--- config.mk ---
export PLATFORM = sky130hd
export DESIGN_NAME = mc_ctrl_fsm
export DESIGN_NICKNAME = d
export VERILOG_FILES = /design/src/rtl/rv_ctrl_pkg.sv /design/src/rtl/rv_alu_dec.sv /design/src/rtl/mc_ctrl_fsm.sv
export SDC_FILE = /design/constraint.sdc
export NUM_CORES = 1
export LEC_CHECK = 0
export CAP_MARGIN = 20
export CORE_MARGIN = 4
export CORE_UTILIZATION = 46
export CTS_BUF_LIST = sky130_fd_sc_hd__clkbuf_4 sky130_fd_sc_hd__clkbuf_8
export DETAILED_ROUTE_END_ITERATION = 6
export MAX_ROUTING_LAYER = met4
export PLACE_DENSITY = 0.79
export SYNTH_ARGS = -nofsm -noshare
export SYNTH_HDL_FRONTEND = slang
export SYNTH_SLANG_ARGS = --single-unit
--- constraint.sdc ---
create_clock -name clk -period 1.65 [get_ports clk]
set_input_delay 0.165 -clock clk [delete_from_list [all_inputs] [get_ports clk]]
set_output_delay 0.165 -clock clk [all_outputs]
set_load 0.03 [all_outputs]
--- src/rtl/rv_ctrl_pkg.sv ---
// Shared types and encodings for the RV32I multicycle controller:
// FSM states, instruction classes, opcodes and control-strobe encodings.
package rv_ctrl_pkg;

   typedef enum logic [2:0] {
      S_FETCH, S_DECODE, S_EXEC, S_EXSTART, S_EXWAIT, S_MEM, S_WB, S_TRAP
   } state_t;

   typedef enum logic [3:0] {
      C_OP, C_OPIMM, C_LOAD, C_STORE, C_BRANCH, C_JAL, C_JALR, C_LUI, C_AUIPC, C_MOP
   } iclass_t;

   localparam logic [6:0] OP_OP     = 7'b0110011;
   localparam logic [6:0] OP_IMM    = 7'b0010011;
   localparam logic [6:0] OP_LOAD   = 7'b0000011;
   localparam logic [6:0] OP_STORE  = 7'b0100011;
   localparam logic [6:0] OP_BRANCH = 7'b1100011;
   localparam logic [6:0] OP_JAL    = 7'b1101111;
   localparam logic [6:0] OP_JALR   = 7'b1100111;
   localparam logic [6:0] OP_LUI    = 7'b0110111;
   localparam logic [6:0] OP_AUIPC  = 7'b0010111;

   localparam logic [3:0] ALU_ADD   = 4'd0;
   localparam logic [3:0] ALU_SUB   = 4'd1;
   localparam logic [3:0] ALU_AND   = 4'd2;
   localparam logic [3:0] ALU_OR    = 4'd3;
   localparam logic [3:0] ALU_XOR   = 4'd4;
   localparam logic [3:0] ALU_SLL   = 4'd5;
   localparam logic [3:0] ALU_SRL   = 4'd6;
   localparam logic [3:0] ALU_SRA   = 4'd7;
   localparam logic [3:0] ALU_SLT   = 4'd8;
   localparam logic [3:0] ALU_SLTU  = 4'd9;
   localparam logic [3:0] ALU_PASSB = 4'd10;

   localparam logic [1:0] PC_PLUS4  = 2'd0;
   localparam logic [1:0] PC_BRANCH = 2'd1;
   localparam logic [1:0] PC_JALR   = 2'd2;
   localparam logic [1:0] PC_TRAP   = 2'd3;

   localparam logic [1:0] RES_ALU   = 2'd0;
   localparam logic [1:0] RES_MUL   = 2'd1;
   localparam logic [1:0] RES_MEM   = 2'd2;
   localparam logic [1:0] RES_PC4   = 2'd3;

   localparam logic [1:0] CAUSE_ILLEGAL = 2'd0;
   localparam logic [1:0] CAUSE_MDIS    = 2'd1;
   localparam logic [1:0] CAUSE_TIMEOUT = 2'd2;

   typedef struct packed {
      logic    legal;
      iclass_t cls;
   } decode_t;

   function automatic decode_t classify(input logic [6:0] opcode, input logic [1:0] func7b50);
      decode_t d;
      d.legal = 1'b1;
      d.cls   = C_OPIMM;
      case (opcode)
         OP_OP:     d.cls = (func7b50 == 2'b01) ? C_MOP : C_OP;
         OP_IMM:    d.cls = C_OPIMM;
         OP_LOAD:   d.cls = C_LOAD;
         OP_STORE:  d.cls = C_STORE;
         OP_BRANCH: d.cls = C_BRANCH;
         OP_JAL:    d.cls = C_JAL;
         OP_JALR:   d.cls = C_JALR;
         OP_LUI:    d.cls = C_LUI;
         OP_AUIPC:  d.cls = C_AUIPC;
         default:   d.legal = 1'b0;
      endcase
      return d;
   endfunction

endpackage

--- src/rtl/rv_alu_dec.sv ---
// Combinational ALU-operation decode from the latched instruction class,
// func3 and instr[30] (alt).
module rv_alu_dec
   import rv_ctrl_pkg::*;
(
   input  iclass_t    cls,
   input  logic [2:0] func3,
   input  logic       alt,
   output logic [3:0] aluctl
);

   // NOTE: every output of a combinational block gets a default first, so no path can infer a latch.
   always_comb begin
      aluctl = ALU_ADD;
      case (cls)
         C_BRANCH: aluctl = ALU_SUB;
         C_LUI:    aluctl = ALU_PASSB;
         C_OP, C_OPIMM: begin
            case (func3)
               3'b000:  aluctl = (cls == C_OP && alt) ? ALU_SUB : ALU_ADD;
               3'b001:  aluctl = ALU_SLL;
               3'b010:  aluctl = ALU_SLT;
               3'b011:  aluctl = ALU_SLTU;
               3'b100:  aluctl = ALU_XOR;
               3'b101:  aluctl = alt ? ALU_SRA : ALU_SRL;
               3'b110:  aluctl = ALU_OR;
               default: aluctl = ALU_AND;
            endcase
         end
         default:  aluctl = ALU_ADD;
      endcase
   end

endmodule

--- src/rtl/mc_ctrl_fsm.sv ---
// Multicycle RV32I control FSM with imem/dmem/execute handshakes and TRAP.
// Define RV_MULDIV_EN to enable the M-op EXSTART/EXWAIT path and its watchdog.
module mc_ctrl_fsm
   import rv_ctrl_pkg::*;
#(
   parameter int EX_TIMEOUT = 64,
   parameter int CNT_W      = $clog2(EX_TIMEOUT + 1),
   parameter bit TRAP_HALT  = 1'b1
) (
   input  logic       clk,
   input  logic       rst,
   input  logic [6:0] opcode,
   input  logic [2:0] func3,
   input  logic [1:0] func7b50,
   input  logic       imem_rdy,
   input  logic       dmem_rdy,
   input  logic       exdone,
   input  logic       br_taken,
   output logic       instrre,
   output logic       pcnextctl,
   output logic [1:0] pcmuxctl,
   output logic       regwe,
   output logic [3:0] aluctl,
   output logic [1:0] mulctl,
   output logic       exstart,
   output logic [1:0] ifuresctl,
   output logic       dmemre,
   output logic       dmemwe,
   output logic       trap,
   output logic [1:0] cause
);

   if (EX_TIMEOUT < 2) begin : g_bad_timeout
      $error("mc_ctrl_fsm: EX_TIMEOUT must be at least 2");
   end
   if (CNT_W < $clog2(EX_TIMEOUT + 1)) begin : g_bad_cnt_w
      $error("mc_ctrl_fsm: CNT_W too narrow for EX_TIMEOUT");
   end

   state_t     state, state_nx;
   iclass_t    cls;
   logic [2:0] f3;
   logic       alt;
   logic [1:0] cause_q, cause_nx;
   logic [3:0] alu_op;
   decode_t    dec;

   assign dec   = classify(opcode, func7b50);
   assign cause = cause_q;

   rv_alu_dec u_alu_dec (
      .cls    (cls),
      .func3  (f3),
      .alt    (alt),
      .aluctl (alu_op)
   );

   // NOTE: sequential state uses non-blocking assignments so every register samples pre-edge values.
   always_ff @(posedge clk) begin
      if (rst) begin
         state   <= S_FETCH;
         cls     <= C_OP;
         f3      <= '0;
         alt     <= 1'b0;
         cause_q <= CAUSE_ILLEGAL;
      end else begin
         state   <= state_nx;
         cause_q <= cause_nx;
         if (state == S_DECODE) begin
            cls <= dec.cls;
            f3  <= func3;
            alt <= func7b50[1];
         end
      end
   end

`ifdef RV_MULDIV_EN
   logic [CNT_W-1:0] wdog;

   // Counts EXWAIT cycles without exdone; cleared on every new execute start.
   always_ff @(posedge clk) begin
      if (rst || state == S_EXSTART) wdog <= '0;
      else if (state == S_EXWAIT && !exdone) wdog <= wdog + CNT_W'(1);
   end
`else
   logic unused_exdone;
   assign unused_exdone = exdone;
`endif

   always_comb begin
      state_nx  = state;
      cause_nx  = cause_q;
      instrre   = 1'b0;
      pcnextctl = 1'b0;
      pcmuxctl  = PC_PLUS4;
      regwe     = 1'b0;
      aluctl    = ALU_ADD;
      mulctl    = 2'b00;
      exstart   = 1'b0;
      ifuresctl = RES_ALU;
      dmemre    = 1'b0;
      dmemwe    = 1'b0;
      trap      = 1'b0;
      case (state)
         S_FETCH: begin
            if (imem_rdy) begin
               instrre  = 1'b1;
               state_nx = S_DECODE;
            end
         end
         S_DECODE: begin
            if (!dec.legal) begin
               state_nx = S_TRAP;
               cause_nx = CAUSE_ILLEGAL;
            end else if (dec.cls == C_MOP) begin
`ifdef RV_MULDIV_EN
               state_nx = S_EXSTART;
`else
               state_nx = S_TRAP;
               cause_nx = CAUSE_MDIS;
`endif
            end else begin
               state_nx = S_EXEC;
            end
         end
         S_EXEC: begin
            aluctl = alu_op;
            case (cls)
               C_LOAD, C_STORE: state_nx = S_MEM;
               C_BRANCH: begin
                  pcnextctl = 1'b1;
                  pcmuxctl  = br_taken ? PC_BRANCH : PC_PLUS4;
                  state_nx  = S_FETCH;
               end
               default: state_nx = S_WB;
            endcase
         end
`ifdef RV_MULDIV_EN
         S_EXSTART: begin
            exstart  = 1'b1;
            mulctl   = f3[1:0];
            state_nx = S_EXWAIT;
         end
         S_EXWAIT: begin
            mulctl = f3[1:0];
            // exdone takes priority over a watchdog expiry in the same cycle.
            if (exdone) begin
               state_nx = S_WB;
            end else if (wdog == CNT_W'(EX_TIMEOUT - 1)) begin
               state_nx = S_TRAP;
               cause_nx = CAUSE_TIMEOUT;
            end
         end
`endif
         S_MEM: begin
            if (cls == C_STORE) dmemwe = 1'b1;
            else                dmemre = 1'b1;
            if (dmem_rdy) begin
               if (cls == C_STORE) begin
                  pcnextctl = 1'b1;
                  state_nx  = S_FETCH;
               end else begin
                  state_nx  = S_WB;
               end
            end
         end
         S_WB: begin
            regwe     = 1'b1;
            pcnextctl = 1'b1;
            state_nx  = S_FETCH;
            case (cls)
               C_JAL:   begin pcmuxctl = PC_BRANCH; ifuresctl = RES_PC4; end
               C_JALR:  begin pcmuxctl = PC_JALR;   ifuresctl = RES_PC4; end
               C_LOAD:  ifuresctl = RES_MEM;
               C_MOP:   ifuresctl = RES_MUL;
               default: ifuresctl = RES_ALU;
            endcase
         end
         S_TRAP: begin
            trap = 1'b1;
            if (!TRAP_HALT) begin
               pcnextctl = 1'b1;
               pcmuxctl  = PC_TRAP;
               state_nx  = S_FETCH;
            end
         end
         default: state_nx = S_FETCH;
      endcase
   end

endmodule

# == Word-level counts from Yosys, hierarchy flattened ==
# Cells that the tools add are included.
# W data, S select, Z words.
# word_totals
reg_bits,13
in_bits,18
output_inout_bits,19
word_cells,83
# classes
n_eq_ne,33
muxes,34
bitwise,1
reduce_logical,10
# op_table
cell,n
$pmux W4 S8,1
$pmux W4 S7,1
$eq A7 B6 Y1 const B,3
$eq A7 B7 Y1 const B,3
$eq A3 B3 Y1 const B,6
$eq A4 B3 Y1 const B,4
$mux W1,15
$mux W3,5
$pmux W3 S5,1
$eq A7 B5 Y1 const B,2
$pmux W4 S3,1
$eq A3 B2 Y1 const B,3
$reduce_or A9 Y1,1
$eq A4 B2 Y1 const B,2
$eq A4 B4 Y1 const B,2
$mux W4,2
$pmux W2 S2,2
$eq A7 B2 Y1 const B,1
$eq A3 B1 Y1 const B,2
$logic_not A3 Y1,2
$mux W2,3
$pmux W2 S3,1
$pmux W3 S2,1
$reduce_or A2 Y1,3
other kinds (10),11

# == Depth between registers and ports, before layout ==
# Gate-level depths: netlist of the first run.
# logic_depth
ltp_word,7
ltp_mapped,6
depth_no_buf,5

# == Cells and area by module ==
# From an unflattened synthesis of the first run, not the netlist that was laid out.
# unflattened
hier_cells,154
hier_area_um2,1109.8
# by_module_without_submodules
mod,n_inst,cells_per_inst,area_each_um2,seq_area_each_um2
mc_ctrl_fsm,1,139,1019.7,240.2
rv_alu_dec,1,15,90.1,0.0

# == Least setup slack after synthesis of the first run ==
# OpenSTA, ideal clock, no wires.
# synth_timing
kind,register to output
startpoint,register state[2]
endpoint,output port aluctl[2]
arrival_ns,1.795
t_required_ns,1.485
path_slack_ns,-0.310
stages_incl_launch_ff,5
n_path_buf,1
path_cell_list,dfxtp_1 > buf_2 > nor2_1 > nand2_1 > nor4b_1
# synth_via
elab_chain_cells,2
# synth_rtl
item,line_no,text
from (decl),mc_ctrl_fsm.sv:40,"state_t state, state_nx;"
from (signal assigned),mc_ctrl_fsm.sv:67,state <= state_nx;
$eq A3 B2 Y1,mc_ctrl_fsm.sv:104,case (state)
$mux W4,mc_ctrl_fsm.sv:104,
to (decl),mc_ctrl_fsm.sv:23,"output logic [3:0] aluctl,"
# Every way passes these cells.

# == Final worst setup path of the first run ==
# layout_timing
startpoint,register f3[1]
endpoint,output port aluctl[0]
# layout_via
elab_chain_cells,4
elab_cells_between_ends,10
cone_classes,6 x eq/ne; 3 x mux; 1 x reduce/logical
# layout_rtl
item,line_no,text
from (decl),mc_ctrl_fsm.sv:42,logic [2:0] f3;
from (signal assigned),mc_ctrl_fsm.sv:71,f3 <= func3;
$eq A3 B3 Y1 (tied with other cells),rv_alu_dec.sv:19,case (func3)
$pmux W4 S7 (*),rv_alu_dec.sv:19,
$pmux W4 S3 (*),rv_alu_dec.sv:15,case (cls)
$mux W4 (*),mc_ctrl_fsm.sv:104,
# Every way passes the cells marked *; elsewhere a longest branch is shown, timed or not.

==> metrics.cfg, run 1 <==
[detailed_routing]
wl_per_cell_um=13.3
drtPass1Iterations=4
drc=0
drtIter0Drc=34
wirelength_um=2980
postRouteAntennaNets=0
via_per_inst=5.44
vias=1213

[critical_path]
crit_path_end_kind=primary output
criticalPathCategory=reg2out
arrival_ps=1430
required_ps=1480
crit_path_start_kind=flip-flop
crit_path_max_fanout=4
regToRegSetupSlack_ps=230

[yosys]
yosysTopAreaCell=dfxtp_1
async_flop_share_pct=0
seq_area_frac_synth_pct=22.9
yosys_warnings=0
postSynthCellCount=153
avgSynthCellArea_um2=6.85
synth_top_area_share_pct=22.9
synth_edf_count=0
synth_flop_cell=dfxtp_1
ys_seq_elements=12
ys_types=44
ys_top_cells_by_area=dfxtp_1 23%, nand2_1 7.9%, nor2_1 7.9%
synth_area_um2=1050
ys_top_cells_by_count=22 x nand2_1, 22 x nor2_1, 13 x a21oi_1, 12 x dfxtp_1

[layout]
drive_above_1_share_pct=33.3
fin_area_um2=1540
finish.utilization_pct=70.1
nets=214
diodes=0
syn_to_final_growth_pct=46.5

[place]
dp_hpwl_um=2240
io_buffers=31
gp_congestion=0.879
placed_area_um2=1400

[timing]
period_share_pct=96.8
fin_skew_ps=0.725
final_hold_viol_count=0
rsz0062_at_grt=true
timing.fmax_ghz=0.626
setup_violations=0
tns_ps=0
fin_crit_ps=1600
slew_violations=0

[die]
die_w_um=55.7
boundaryPins=37
rows=17
die_h_um=55.7
dieArea_um2=3110
initial_core_util_pct=47.9
core-area_um2=2190

[clock_tree]
tritoncts=built
root_buffer=clkbuf_4
hold_buffers=0
clock-sinks=12
h-tree-depth=1
path_clk_slew_ps=80
cts_max_path_buffers=2
cts_buffers=3
clock_latency_ps=270

[flow_run]
cap_violations=0

[grt]
grt_start_max_net_pins=13
grt_pass1_wl_um=4780
grt_pass1_vias=1147
grt.overflow.total=0
grtUsageTotal_pct=19.3
antenna_found_initial=0

[pwr]
total_leakage_power_nw=0.631
powerDensity_nw_per_um2=1140
total_power_mw=1.75
irDropWorstVdd_v=0.000684

[hold_path]
min-delay-path-class=in2reg

[outcome]
status=finished clean

-- worst max-delay path, cell delays in order, from the launching register on --
cell      delay (ps)
dfxtp_4          360
nand2b_4         140
o32ai_2          190
a21o_1           130
a21oi_2           60
nor2_1           120
buf_4            170
-- flip-flops by register name, indices dropped and copies added, names as in the netlist --
register / cells
cls: 4
cause: 1
alt: 1
state: 3
f3: 3
-- cell usage in the layout, fill, tap and decap left out, types with 2 or more instances in the layout --
cell type / count
dfxtp_2: 6
nand2_2: 2
nand2b_1: 3
nor2_1: 19
buf_4: 32
o21a_1: 2
nor3_1: 6
a31oi_1: 3
nand3_1: 4
clkbuf_4: 3
dfxtp_4: 3
inv_1: 3
nand4_1: 2
and3_1: 3
o211ai_1: 4
dfxtp_1: 3
nand2_1: 21
conb_1: 4
clkdlybuf4s50_1: 17
nor2b_1: 7
a21oi_1: 12
nor2_2: 3
-- report_power, final --
group          internal (mW)  switching (mW)
registers              0.391           0.175
logic                  0.442           0.503
clock network          0.134           0.101
total                  0.967           0.779
-- through the flow --
step,setup WS (ps),instances,hold WS (ps)
after floorplan,-9.42,156,300
after global placement,-70.8,216,448
after detailed placement,-131,216,458
after CTS,5.88,220,439
after global routing,-52.5,223,458
final,52.8,223,444
-- routing by layer --
metal / up-vias / share of wire (%) / global-route usage [%]
met4: 0 / 0.47 / 8.68
met5: - / 0 / -
met3: 2 / 5.1 / 2.55
li1: 616 / - / -
met2: 36 / 55 / 37.0
met1: 559 / 40 / 18.9
-- path summary, 6_finish.rpt --
path                                       startpoint             endpoint  cells after the start
worst min-delay path                         func3[2]   f3[2]$_SDFFE_PP0P_                      3
worst min register to register       alt$_SDFFE_PP0P_     alt$_SDFFE_PP0P_                      2
worst max register to register  state[2]$_SDFFE_PP0P_  cls[2]$_SDFFE_PP0P_                      5
worst max-delay path               f3[1]$_SDFFE_PP0P_            aluctl[0]                      6
-- final cells by class --
type	instances	area, um2
Multi-Input combinational cell	126	781
Fill cell	178	654
Timing Repair Buffer	49	410
Sequential cell	12	259
Clock buffer	4	36.3
Tap cell	28	35.0
Inverter	4	15.0
-- kinds of logic after synthesis --
logic type | Yosys count | share of synthesized area (%)
AOI/OAI and AO/OA | 33 | 21.7
xor gates and xnor gates | 1 | 0.835
buffers and inverters | 18 | 10.5
DFF | 12 | 22.9
muxes | 2 | 2.03
other | 1 | 0.358
and+or+nand+nor | 86 | 41.6
-- repair_timing --
action,in CTS,in global routing
setup buffers,0,3
setup endpoints to repair,10,9
pin swaps,0,2
resized for setup,11,14
Note: power is estimated with default switching activity, not from simulation.
==> run 2, diff against run 1 <==
Settings changed: PLACE_DENSITY 0.79 to 0.84.
==> run 2 against run 1 <==
Effect of this change:
- fmax is 2.8% higher
- combinational power decreased by 5.9%
- critical path depth unchanged
- critical endpoint unchanged
- largest power group unchanged
==> metrics.cfg, run 2 (synthesis gave the netlist of run 1 again) <==
[clock_tree]
root_buffer=clkbuf_4
path_clk_slew_ps=70
hold_buffers=0
clock_latency_ps=270
clock-sinks=12
cts_max_path_buffers=2
h-tree-depth=1
cts_buffers=3
tritoncts=built

[timing]
slew_violations=0
period_share_pct=94.2
final_hold_viol_count=0
rsz0062_at_grt=false
timing.fmax_ghz=0.643
setup_violations=0
fin_skew_ps=0.612
fin_crit_ps=1550
holdWs_ps=448

[critical_path]
crit_path_max_fanout=6
cp_top_family=flip-flops
arrival_ps=1390
crit_buf_inv=1
criticalPathCategory=reg2out
cp_slowest_cell=dfxtp_2
required_ps=1480
crit_path_start_kind=flip-flop
crit_path_end_kind=primary output
path_cells=nand2b_4, o32ai_2, a21o_1, a21oi_1, nor2_1, buf_4
crit_path_max_incr_delay_ps=360

[grt]
grt_pass1_vias=1126
grtUsageTotal_pct=19.2
grt_pass1_wl_um=4750
grt.overflow.total=0
grt_start_max_net_pins=13
antenna_found_initial=0

[layout]
mostFrequentLayoutCell=buf_4
fill_cells=178
reg.largest.list=cls: 4 flops, f3: 3 flops, state: 3 flops
syn_to_final_growth_pct=43.1
fin_area_um2=1500
largest_register=cls
largest_register_ffs=4
diodes=0
drive_above_1_share_pct=31.4
layout_common_cells=28 x buf_4, 21 x nand2_1, 19 x nor2_1, 17 x clkdlybuf4s50_1, 13 x a21oi_1
nets=210
regArea_um2=259
multi_input_area_um2=774

[die]
boundaryPins=37
die_w_um=55.7
die_h_um=55.7
core-area_um2=2190
initial_core_util_pct=47.9
dieArea_um2=3110
rows=17

[pwr]
total_power_mw=1.70
total_leakage_power_nw=0.607
powerDensity_nw_per_um2=1130
irDropWorstVdd_v=0.000639

[outcome]
status=finished clean

[detailed_routing]
drc=0
drtPass1Iterations=4
wl_per_cell_um=13.6
vias=1240
wirelength_um=2980
drtIter0Drc=18
via_per_inst=5.66
postRouteAntennaNets=0

[hold_path]
min-delay-path-class=in2reg

[place]
dp_hpwl_um=2290
io_buffers=31
placed_area_um2=1380
gp_congestion=0.875

[flow_run]
cap_violations=0

[run 2: changes by cell type in the layout (fill, tap and decap cells not counted)]
cell,before,now
a21oi_2,1,0
nor2b_2,0,1
and2_1,1,2
a21oi_1,12,13
nor2b_4,1,0
and2_4,1,0
buf_4,32,28
nor3_1,6,5
nor3_2,1,2
[run 2: final timing paths]
| check | from | end | slack [ps] | cells after the start |
|---|---|---|---|---|
| worst max-delay path | f3[1]$_SDFFE_PP0P_ | aluctl[0] | 100 | 6 |
| worst min-delay path | func3[0] | f3[0]$_SDFFE_PP0P_ | 450 | 3 |
| worst max register to register | state[1]$_SDFFE_PP0P_ | cls[2]$_SDFFE_PP0P_ | 230 | 6 |
| worst min register to register | alt$_SDFFE_PP0P_ | alt$_SDFFE_PP0P_ | 520 | 2 |
[run 2: area by class of cell]
class                   count  area share, %
well taps                  28           2.34
clock buffers               4           2.42
multi-input cells         126           51.6
inverters                   4           1.00
repair buffers             45           25.4
flip-flops and latches     12           17.3
[run 2: power by group]
group          switching (mW)  total, mW  internal (mW)
Combinational           0.478      0.889          0.411
Clock                   0.100      0.234          0.134
Sequential              0.186      0.578          0.393
[run 2: timing repair]
| item | in CTS | in global routing |
|---|---|---|
| buffers inserted | 0 | 2 |
| endpoints found under the setup margin | 10 | 9 |
| pin swaps | 0 | 1 |
| gates resized for setup | 8 | 15 |
[run 2: metrics by stage]
| step | utilization [%] | setup TNS [ps] | setup slack [ps] | cells |
|---|---|---|---|---|
| detailed placement | 63.0 | -182 | -66.0 | 213 |
| global placement | 63.0 | -102 | -43.7 | 213 |
| floorplan | - | -9.42 | -9.42 | 156 |
| CTS | 65.6 | 0 | 11.4 | 217 |
| finish | 68.5 | 0 | 95.6 | 219 |
| global route | 68.5 | 0 | 2.46 | 219 |
[run 2: worst register-to-register path, cell delays in order, from the launching register on]
cell	delay, ps
dfxtp_4	380
buf_4	150
nor3b_4	260
o31ai_2	140
buf_4	160
a31oi_1	160
nor3_1	70
[run 2: routing by layer]
layer  vias to the layer above  global-route usage (%)  part of all wire (%)
met5                         -                       -                     0
met4                         0                    10.1                   2.8
met3                        11                    2.09                   4.7
met2                        40                    38.0                    54
met1                       577                    17.6                    39
li1                        612                       -                     -
